==> src/rtl/br_ram_rd_flow_adapter.sv <==
// Credit-throttled read adapter: issues reads to a fixed-latency flop RAM and
// buffers the returning data in a small FIFO presented as a ready/valid stream.
module br_ram_rd_flow_adapter #(
    parameter int Depth       = 2,
    parameter int Width       = 1,
    parameter int ReadLatency = 0,
    parameter int BufferDepth = ReadLatency + 2,
    localparam int AddressWidth = $clog2(Depth),
    localparam int CountWidth   = $clog2(BufferDepth + 1)
) (
    input  logic                    clk,
    input  logic                    rst,
    input  logic                    req_valid,
    output logic                    req_ready,
    input  logic [AddressWidth-1:0] req_addr,
    output logic                    ram_rd_addr_valid,
    output logic [AddressWidth-1:0] ram_rd_addr,
    input  logic                    ram_rd_data_valid,
    input  logic [Width-1:0]        ram_rd_data,
    output logic                    resp_valid,
    input  logic                    resp_ready,
    output logic [Width-1:0]        resp_data,
    output logic [CountWidth-1:0]   credits
);

    localparam int PtrWidth = (BufferDepth > 1) ? $clog2(BufferDepth) : 1;

    logic [CountWidth-1:0] credits_q;
    logic [CountWidth-1:0] occ_q;
    logic [PtrWidth-1:0]   wr_ptr;
    logic [PtrWidth-1:0]   rd_ptr;
    logic [Width-1:0]      mem [BufferDepth];

    logic issue;
    logic push;
    logic pop;

    function automatic logic [PtrWidth-1:0] ptr_inc(input logic [PtrWidth-1:0] p);
        return (p == PtrWidth'(BufferDepth - 1)) ? '0 : p + PtrWidth'(1);
    endfunction

    // Ready depends only on registered credits so there is no comb path
    // from resp_ready to req_ready.
    assign req_ready         = !rst && (credits_q != '0);
    assign issue             = req_valid && req_ready;
    assign ram_rd_addr_valid = issue;
    assign ram_rd_addr       = req_addr;

    assign push       = ram_rd_data_valid;
    assign resp_valid = !rst && (occ_q != '0);
    assign pop        = resp_valid && resp_ready;
    assign resp_data  = mem[rd_ptr];
    assign credits    = credits_q;

    always_ff @(posedge clk) begin
        if (rst) begin
            credits_q <= CountWidth'(BufferDepth);
            occ_q     <= '0;
            wr_ptr    <= '0;
            rd_ptr    <= '0;
        end else begin
            credits_q <= credits_q - CountWidth'(issue) + CountWidth'(pop);
            occ_q     <= occ_q + CountWidth'(push) - CountWidth'(pop);
            if (push) wr_ptr <= ptr_inc(wr_ptr);
            if (pop)  rd_ptr <= ptr_inc(rd_ptr);
        end
    end

    // Storage needs no reset: occupancy alone qualifies the head.
    always_ff @(posedge clk) begin
        if (push && !rst) mem[wr_ptr] <= ram_rd_data;
    end

`ifndef SYNTHESIS
    logic [CountWidth-1:0] inflight_q;
    logic [ReadLatency:0]  vld_pipe;

    assign vld_pipe[0] = issue;
    if (ReadLatency > 0) begin : g_vld_pipe
        always_ff @(posedge clk) begin
            if (rst) vld_pipe[ReadLatency:1] <= '0;
            else     vld_pipe[ReadLatency:1] <= vld_pipe[ReadLatency-1:0];
        end
    end

    always_ff @(posedge clk) begin
        if (rst) inflight_q <= '0;
        else     inflight_q <= inflight_q + CountWidth'(issue) - CountWidth'(push);
    end

    a_rd_latency: assert property (@(posedge clk) disable iff (rst)
        ram_rd_data_valid == vld_pipe[ReadLatency]);
    a_no_orphan_data: assert property (@(posedge clk) disable iff (rst)
        ram_rd_data_valid |-> (inflight_q != '0) || (ReadLatency == 0 && issue));
    a_req_hold: assert property (@(posedge clk) disable iff (rst)
        (req_valid && !req_ready) |=> (req_valid && $stable(req_addr)));
    a_addr_range: assert property (@(posedge clk) disable iff (rst)
        req_valid |-> (int'(req_addr) < Depth));
    a_no_overflow: assert property (@(posedge clk) disable iff (rst)
        push |-> (int'(occ_q) < BufferDepth));
    a_no_underflow: assert property (@(posedge clk) disable iff (rst)
        pop |-> (occ_q != '0));
    a_credit_max: assert property (@(posedge clk) disable iff (rst)
        int'(credits_q) <= BufferDepth);
    a_credit_balance: assert property (@(posedge clk) disable iff (rst)
        int'(occ_q) + int'(inflight_q) == BufferDepth - int'(credits_q));
`endif

endmodule

==> config.mk <==
export PLATFORM = sky130hd
export DESIGN_NAME = br_ram_rd_flow_adapter
export DESIGN_NICKNAME = d
export VERILOG_FILES = /design/src/rtl/br_ram_rd_flow_adapter.sv
export SDC_FILE = /design/constraint.sdc
export NUM_CORES = 1
export LEC_CHECK = 0
export ABC_AREA = 0
export BUFFER_PORTS_ARGS = -buffer_cell sky130_fd_sc_hd__buf_4
export CAP_MARGIN = 10
export CORE_AREA = 2 2 39 41
export DETAILED_ROUTE_END_ITERATION = 10
export DIE_AREA = 0 0 41 43
export PLACE_DENSITY = 0.55
export SYNTH_ARGS = -nofsm -noshare
export SYNTH_HDL_FRONTEND = slang
export SYNTH_SLANG_ARGS = --single-unit
==> constraint.sdc <==
create_clock -name clk -period 3.1 [get_ports clk]
set_clock_uncertainty 0.05 [all_clocks]
set_input_delay 0.93 -clock clk [delete_from_list [all_inputs] [get_ports clk]]
set_output_delay 0.93 -clock clk [all_outputs]
set_load 0.02 [all_outputs]
==> results of run 1 <==
## layer usage
metal	GRT usage	part of all wire
met1	0.152	0.46
met2	0.147	0.46
met3	0.0314	0.062
met4	0.0800	0.012
met5	0	0
## worst paths after layout
check,from,cells after the start,to,slack (ns)
worst min register to register,rd_ptr,2,rd_ptr,0.45
worst max register to register,credits[0],8,credits[1],1.42
worst min-delay path,rd_ptr,2,rd_ptr,0.45
worst max-delay path,rst,4,ram_rd_addr_valid,0.57
## synth_stat cells
cell type and count:
nor2b_1 3, nor2_1 9, nor4bb_1 1, nand2b_1 1
buf_4 1, dfxtp_1 7, xnor2_1 1, nor4_1 1
ha_1 2, nand2b_4 1, nor3_1 1, mux2_2 1
buf_2 1, and2_1 1, o21ai_2 1, edfxtp_1 2
and3b_1 2, inv_1 1, nor3b_1 2, xor2_1 3
nand2_1 1, o21ai_0 4
## layout by cell type (no fill, tap or decap)
cell type and instances:
and2_1 1, and3b_1 2, buf_4 11, clkbuf_4 3
clkinv_2 1, dfxtp_1 7, edfxtp_1 2, ha_1 2
inv_1 1, mux2_2 1, nand2_1 1, nand2b_1 1
nand2b_4 1, nor2_1 9, nor2b_1 3, nor3_1 1
nor3b_1 2, nor4_1 1, nor4bb_1 1, o21ai_0 4
o21ai_2 1, xnor2_1 1, xor2_1 3
## area by class of cell
class                      count  area, sq um
inverter                       1         3.75
fill                         154          813
clock buffer                   3         22.5
multi-input combinational     35          236
sequential                     9          200
timing repair buffer          11         82.6
clock inverter                 1         5.00
tap                           16         20.0
## critical path: stages
cell	delay, ns
buf_4	0.16
nor2_1	0.14
and2_1	0.17
buf_4	0.15
## per-stage QoR
step	power [mW]	hold slack, ns	util	instances
after detailed placement	0.209	0.448	0.392	72
after floorplan	0.185	0.422	-	47
after CTS	0.302	0.465	0.412	76
final	0.296	0.455	0.412	76
after global placement	0.209	0.443	0.392	72
after global routing	0.318	0.489	0.412	76
## power by group through the flow
stage | Combinational (mW) | Clock [mW] | Sequential [mW]
2_1_floorplan | 0.0397 | 0 | 0.145
3_3_place_gp | 0.0667 | 0 | 0.142
3_5_place_dp | 0.0666 | 0 | 0.142
4_1_cts | 0.0673 | 0.0948 | 0.139
5_1_grt | 0.0749 | 0.102 | 0.141
6_report | 0.0660 | 0.0907 | 0.139
## cells by family after synthesis
family / synth area share
muxes: 0.0249
DFF: 0.442
and+or+nand+nor: 0.301
xor gates and xnor gates: 0.0774
AOI/OAI and AO/OA: 0.0635
buffers and inverters: 0.0359
adders and majority gates: 0.0552
==> results.sh, run 1 <==
export IMPL_drc=0
export IMPL_end_kind="output pin"
export IMPL_leakage_nw=0.256
export IMPL_final_area_sq_um=571
export IMPL_yosysTopAreaCell="dfxtp_1"
export IMPL_cts_tree="yes"
export IMPL_fmax_mhz=395
export IMPL_grt_first_pass_wirelength_mm=1.30
export IMPL_final_max_slew_violation_count=0
export IMPL_cp_max_fo=15
export IMPL_start_util=0.327
export IMPL_cts_setup_buffers=0
export IMPL_grt_use_total=0.112
export IMPL_grt_max_degree=16
export IMPL_pwr_share_seq=0.471
export IMPL_h_tree_depth=1
export IMPL_io_buffers=11
export IMPL_ys_ff_latch=9
export IMPL_clock_sinks=9
export IMPL_synth_warnings=0
export IMPL_antenna_found_initial=0
export IMPL_crit_path_start_kind="input port"
export IMPL_cts_resized=0
export IMPL_avgSynthCellArea_sq_um=9.64
export IMPL_drive_gt1_frac=0.300
export IMPL_place_hpwl_microns=553
export IMPL_coreArea_sq_mm=0.00138
export IMPL_crit_arrival_ns=1.55
export IMPL_tightest_slew_ns=0.234
export IMPL_wl_per_cell_microns=9.71
export IMPL_rsz0062_at_grt="no"
export IMPL_irDropWorstVdd_mv=0.245
export IMPL_pin_count=14
export IMPL_placed_area_sq_um=543
export IMPL_seq_area_frac_synth=0.442
export IMPL_clock_power_share=0.306
export IMPL_grt_pass1_vias=318
export IMPL_setup_viol_count_final=0
export IMPL_diodes=0
export IMPL_p_per_area_mw_per_mm2=519
export IMPL_hold_buffers=0
export IMPL_period_share=0.816
export IMPL_syn_inst=47
export IMPL_internal_power_mw=0.211
export IMPL_drt_first_pass_iters=2
export IMPL_hold_path_class="reg -> reg"
export IMPL_swShare=0.286
export IMPL_fin_crit_ns=2.53
export IMPL_syn2layout_area_growth_pct=26.0
export IMPL_clk_pin_slew_ns=0.06
export IMPL_max_cap_viol_count=0
export IMPL_synth_area_leaders="dfxtp_1 (31%), edfxtp_1 (13%), nor2_1 (7.5%)"
export IMPL_clockRootBuffer="clkbuf_4"
export IMPL_slew_headroom=0.842
export IMPL_clk_path_buf_depth=2
export IMPL_crit_type="in -> out"
export IMPL_grt_ovfl_total=0
export IMPL_synth_top_area_share=0.309
export IMPL_place_ws_ns=0.573
export IMPL_hold_viol=0
export IMPL_die_y_microns=43
export IMPL_layout_nets=70
export IMPL_num_rows=14
export IMPL_viasPerCell=4.55
export IMPL_fin_setup_tns_ns=0
export IMPL_cts_buffers=3
export IMPL_syn_area_sq_um=453
export IMPL_gp_congestion=0.664
export IMPL_die_area_sq_mm=0.00176
export IMPL_synth_fp_nets=56
export IMPL_clk_insertion_delay_late_ns=0.26
export IMPL_status="finished clean"
export IMPL_worst_slack_ns=0.571
export IMPL_yosysUniqueCellTypes=22
export IMPL_drt_iter0_drc=3
export IMPL_vias=346
export IMPL_antenna_left=0
export IMPL_wl_microns=738
export IMPL_required_ns=2.12
export IMPL_p_sw_mw=0.0845
export IMPL_pwr_share_comb=0.223
export IMPL_die_w_microns=41
Power figures use the tool's default switching activity.
==> run 2, diff against run 1 <==
--- a/config.mk
+++ b/config.mk
@@ -11,7 +11,7 @@
 export CORE_AREA = 2 2 39 41
 export DETAILED_ROUTE_END_ITERATION = 10
 export DIE_AREA = 0 0 41 43
-export PLACE_DENSITY = 0.55
+export PLACE_DENSITY = 0.57
 export SYNTH_ARGS = -nofsm -noshare
 export SYNTH_HDL_FRONTEND = slang
 export SYNTH_SLANG_ARGS = --single-unit
==> constraint.sdc (replaced) <==
create_clock -name clk -period 2.1 [get_ports clk]
set_clock_uncertainty 0.05 [all_clocks]
set_input_delay 0.63 -clock clk [delete_from_list [all_inputs] [get_ports clk]]
set_output_delay 0.63 -clock clk [all_outputs]
set_load 0.02 [all_outputs]
==> run 2 against run 1 <==
  * Sequential share of layout area is 0.53 points lower
  * Largest cell class unchanged
  * First-iteration DRC count stayed put
  * Global-route usage is 1.6 points higher
  * Combinational power is 53% higher
  * Critical endpoint unchanged
  * Sequential power is 48% higher
  * Wire length is 15% higher
  * Flip-flop and latch count stayed put
  * Final cell count is 1.3% higher
  * Setup slack worse by 0.35 ns
  * Total power is 49% higher
  * Utilization is 0.63 points higher
  * Critical path depth stayed put
==> results.sh, run 2 (synthesis gave the netlist of run 1 again) <==
export IMPL_hold_viol=0
export IMPL_crit_path_start_kind="input port"
export IMPL_clockRootBuffer="clkbuf_4"
export IMPL_fin_setup_tns_ns=0
export IMPL_critical_path_top_delay_family="buffers and inverters"
export IMPL_grt_pass1_vias=340
export IMPL_wl_per_cell_microns=11.1
export IMPL_irDropWorstVdd_mv=0.436
export IMPL_start_util=0.327
export IMPL_final_max_slew_violation_count=0
export IMPL_h_tree_depth=1
export IMPL_slew_headroom=0.819
export IMPL_cts_tree="yes"
export IMPL_hold_path_depth=2
export IMPL_clock_sinks=9
export IMPL_grt_max_degree=10
export IMPL_hold_buffers=0
export IMPL_fmax_mhz=533
export IMPL_min_delay_start="rd_ptr"
export IMPL_viasPerCell=4.74
export IMPL_fin_crit_ns=1.88
export IMPL_layout_common_cells="buf_4 (12), nor2_1 (8), dfxtp_1 (7)"
export IMPL_gp_congestion=0.693
export IMPL_drt_iter0_drc=3
export IMPL_setup_viol_count_final=0
export IMPL_die_y_microns=43
export IMPL_crit_arrival_ns=1.20
export IMPL_fin_util=0.419
export IMPL_io_buffers=11
export IMPL_grt_ovfl_total=0
export IMPL_cp_max_fo=7
export IMPL_drive_gt1_frac=0.311
export IMPL_clk_pin_slew_ns=0.06
export IMPL_clk_insertion_delay_late_ns=0.26
export IMPL_critical_path_cell_chain="buf_4 -> nor2_2 -> and2_1 -> buf_4"
export IMPL_diodes=0
export IMPL_coreArea_sq_mm=0.00138
export IMPL_syn2layout_area_growth_pct=27.9
export IMPL_rr_startpoint="credits[0]"
export IMPL_pin_count=14
export IMPL_r2r_end="credits[1]"
export IMPL_status="finished clean"
export IMPL_cts_setup_buffers=0
export IMPL_clk_path_buf_depth=2
export IMPL_period_share=0.893
export IMPL_critPathBufInv=2
export IMPL_p_per_area_mw_per_mm2=761
export IMPL_leakage_nw=0.258
export IMPL_vias=365
export IMPL_cts_buffers=3
export IMPL_die_w_microns=41
export IMPL_drt_first_pass_iters=4
export IMPL_num_rows=14
export IMPL_rsz0062_at_grt="no"
export IMPL_critPathSlowestCell="and2_1"
export IMPL_hold_path_class="reg -> reg"
export IMPL_drc=0
export IMPL_grt_use_total=0.129
export IMPL_max_cap_viol_count=0
export IMPL_antenna_found_initial=0
export IMPL_place_hpwl_microns=671
export IMPL_hold_end="rd_ptr"
export IMPL_end_kind="output pin"
export IMPL_crit_type="in -> out"
export IMPL_layout_nets=71
export IMPL_die_area_sq_mm=0.00176
export IMPL_required_ns=1.42
export IMPL_grt_first_pass_wirelength_mm=1.48
export IMPL_cpPeakStageDelay_ns=0.16
export IMPL_wl_microns=851
export IMPL_ff2ff_setup_slack_ns=0.40
export IMPL_final_common_cell="buf_4"
export IMPL_antenna_left=0
export IMPL_timing_critical_path_mode_cell="buf_4"
export IMPL_reg2reg_depth=8
export IMPL_cts_resized=0
export IMPL_tightest_slew_ns=0.271
run 2: changes by cell type in the layout (fill, tap and decap cells not counted), sizes merged:
cell and change:
clkbuf +1, buf +1, clkinv -1
run 2: stage by stage:
| stage | instances | hold slack (ns) | cell area [sq um] | total power, mW | worst slack (ns) |
|---|---|---|---|---|---|
| floorplan | 47 | 0.422 | 455 | 0.274 | 0.0673 |
| global placement | 73 | 0.440 | 553 | 0.310 | 0.112 |
| detailed placement | 73 | 0.464 | 553 | 0.312 | 0.116 |
| CTS | 77 | 0.480 | 579 | 0.448 | 0.216 |
| global route | 77 | 0.494 | 579 | 0.473 | 0.178 |
| finish | 77 | 0.484 | 579 | 0.441 | 0.224 |
run 2: metal layers:
metal  part of all wire  track usage
met1               0.40        0.146
met3              0.067       0.0785
met4              0.013       0.0600
met2               0.52        0.184
met5                  0            0
run 2: worst max path at each step:
| stage | to | startpoint | cells after the start | slack [ns] |
|---|---|---|---|---|
| after global placement | credits[1] | rst | 8 | 0.11 |
| after CTS | ram_rd_addr_valid | rst | 4 | 0.22 |
| after floorplan | credits[1] | rst | 7 | 0.07 |
| after global routing | ram_rd_addr_valid | rst | 4 | 0.18 |
| after detailed placement | credits[1] | rst | 7 | 0.12 |
| final | ram_rd_addr_valid | rst | 4 | 0.22 |
run 2: layout make-up:
cell class / count / area, sq um
multi-input combinational: 35 / 239
timing repair buffer: 12 / 90.1
sequential: 9 / 200
tap: 16 / 20.0
fill: 146 / 805
clock buffer: 4 / 26.3
inverter: 1 / 3.75
run 2: where the power goes:
group          internal (mW)  total, mW  switching [mW]
registers              0.194      0.206          0.0128
logic                 0.0498      0.101          0.0509
clock network         0.0732      0.134          0.0606
run 2: worst reg2reg max path, cell delays in order (launching register included):
cell and delay, ns:
dfxtp_1 0.34, nor2_1 0.13, nor2_2 0.05, and2_1 0.17
xor2_1 0.16, ha_1 0.22, and3b_1 0.18, o21ai_0 0.13
nor3b_1 0.20
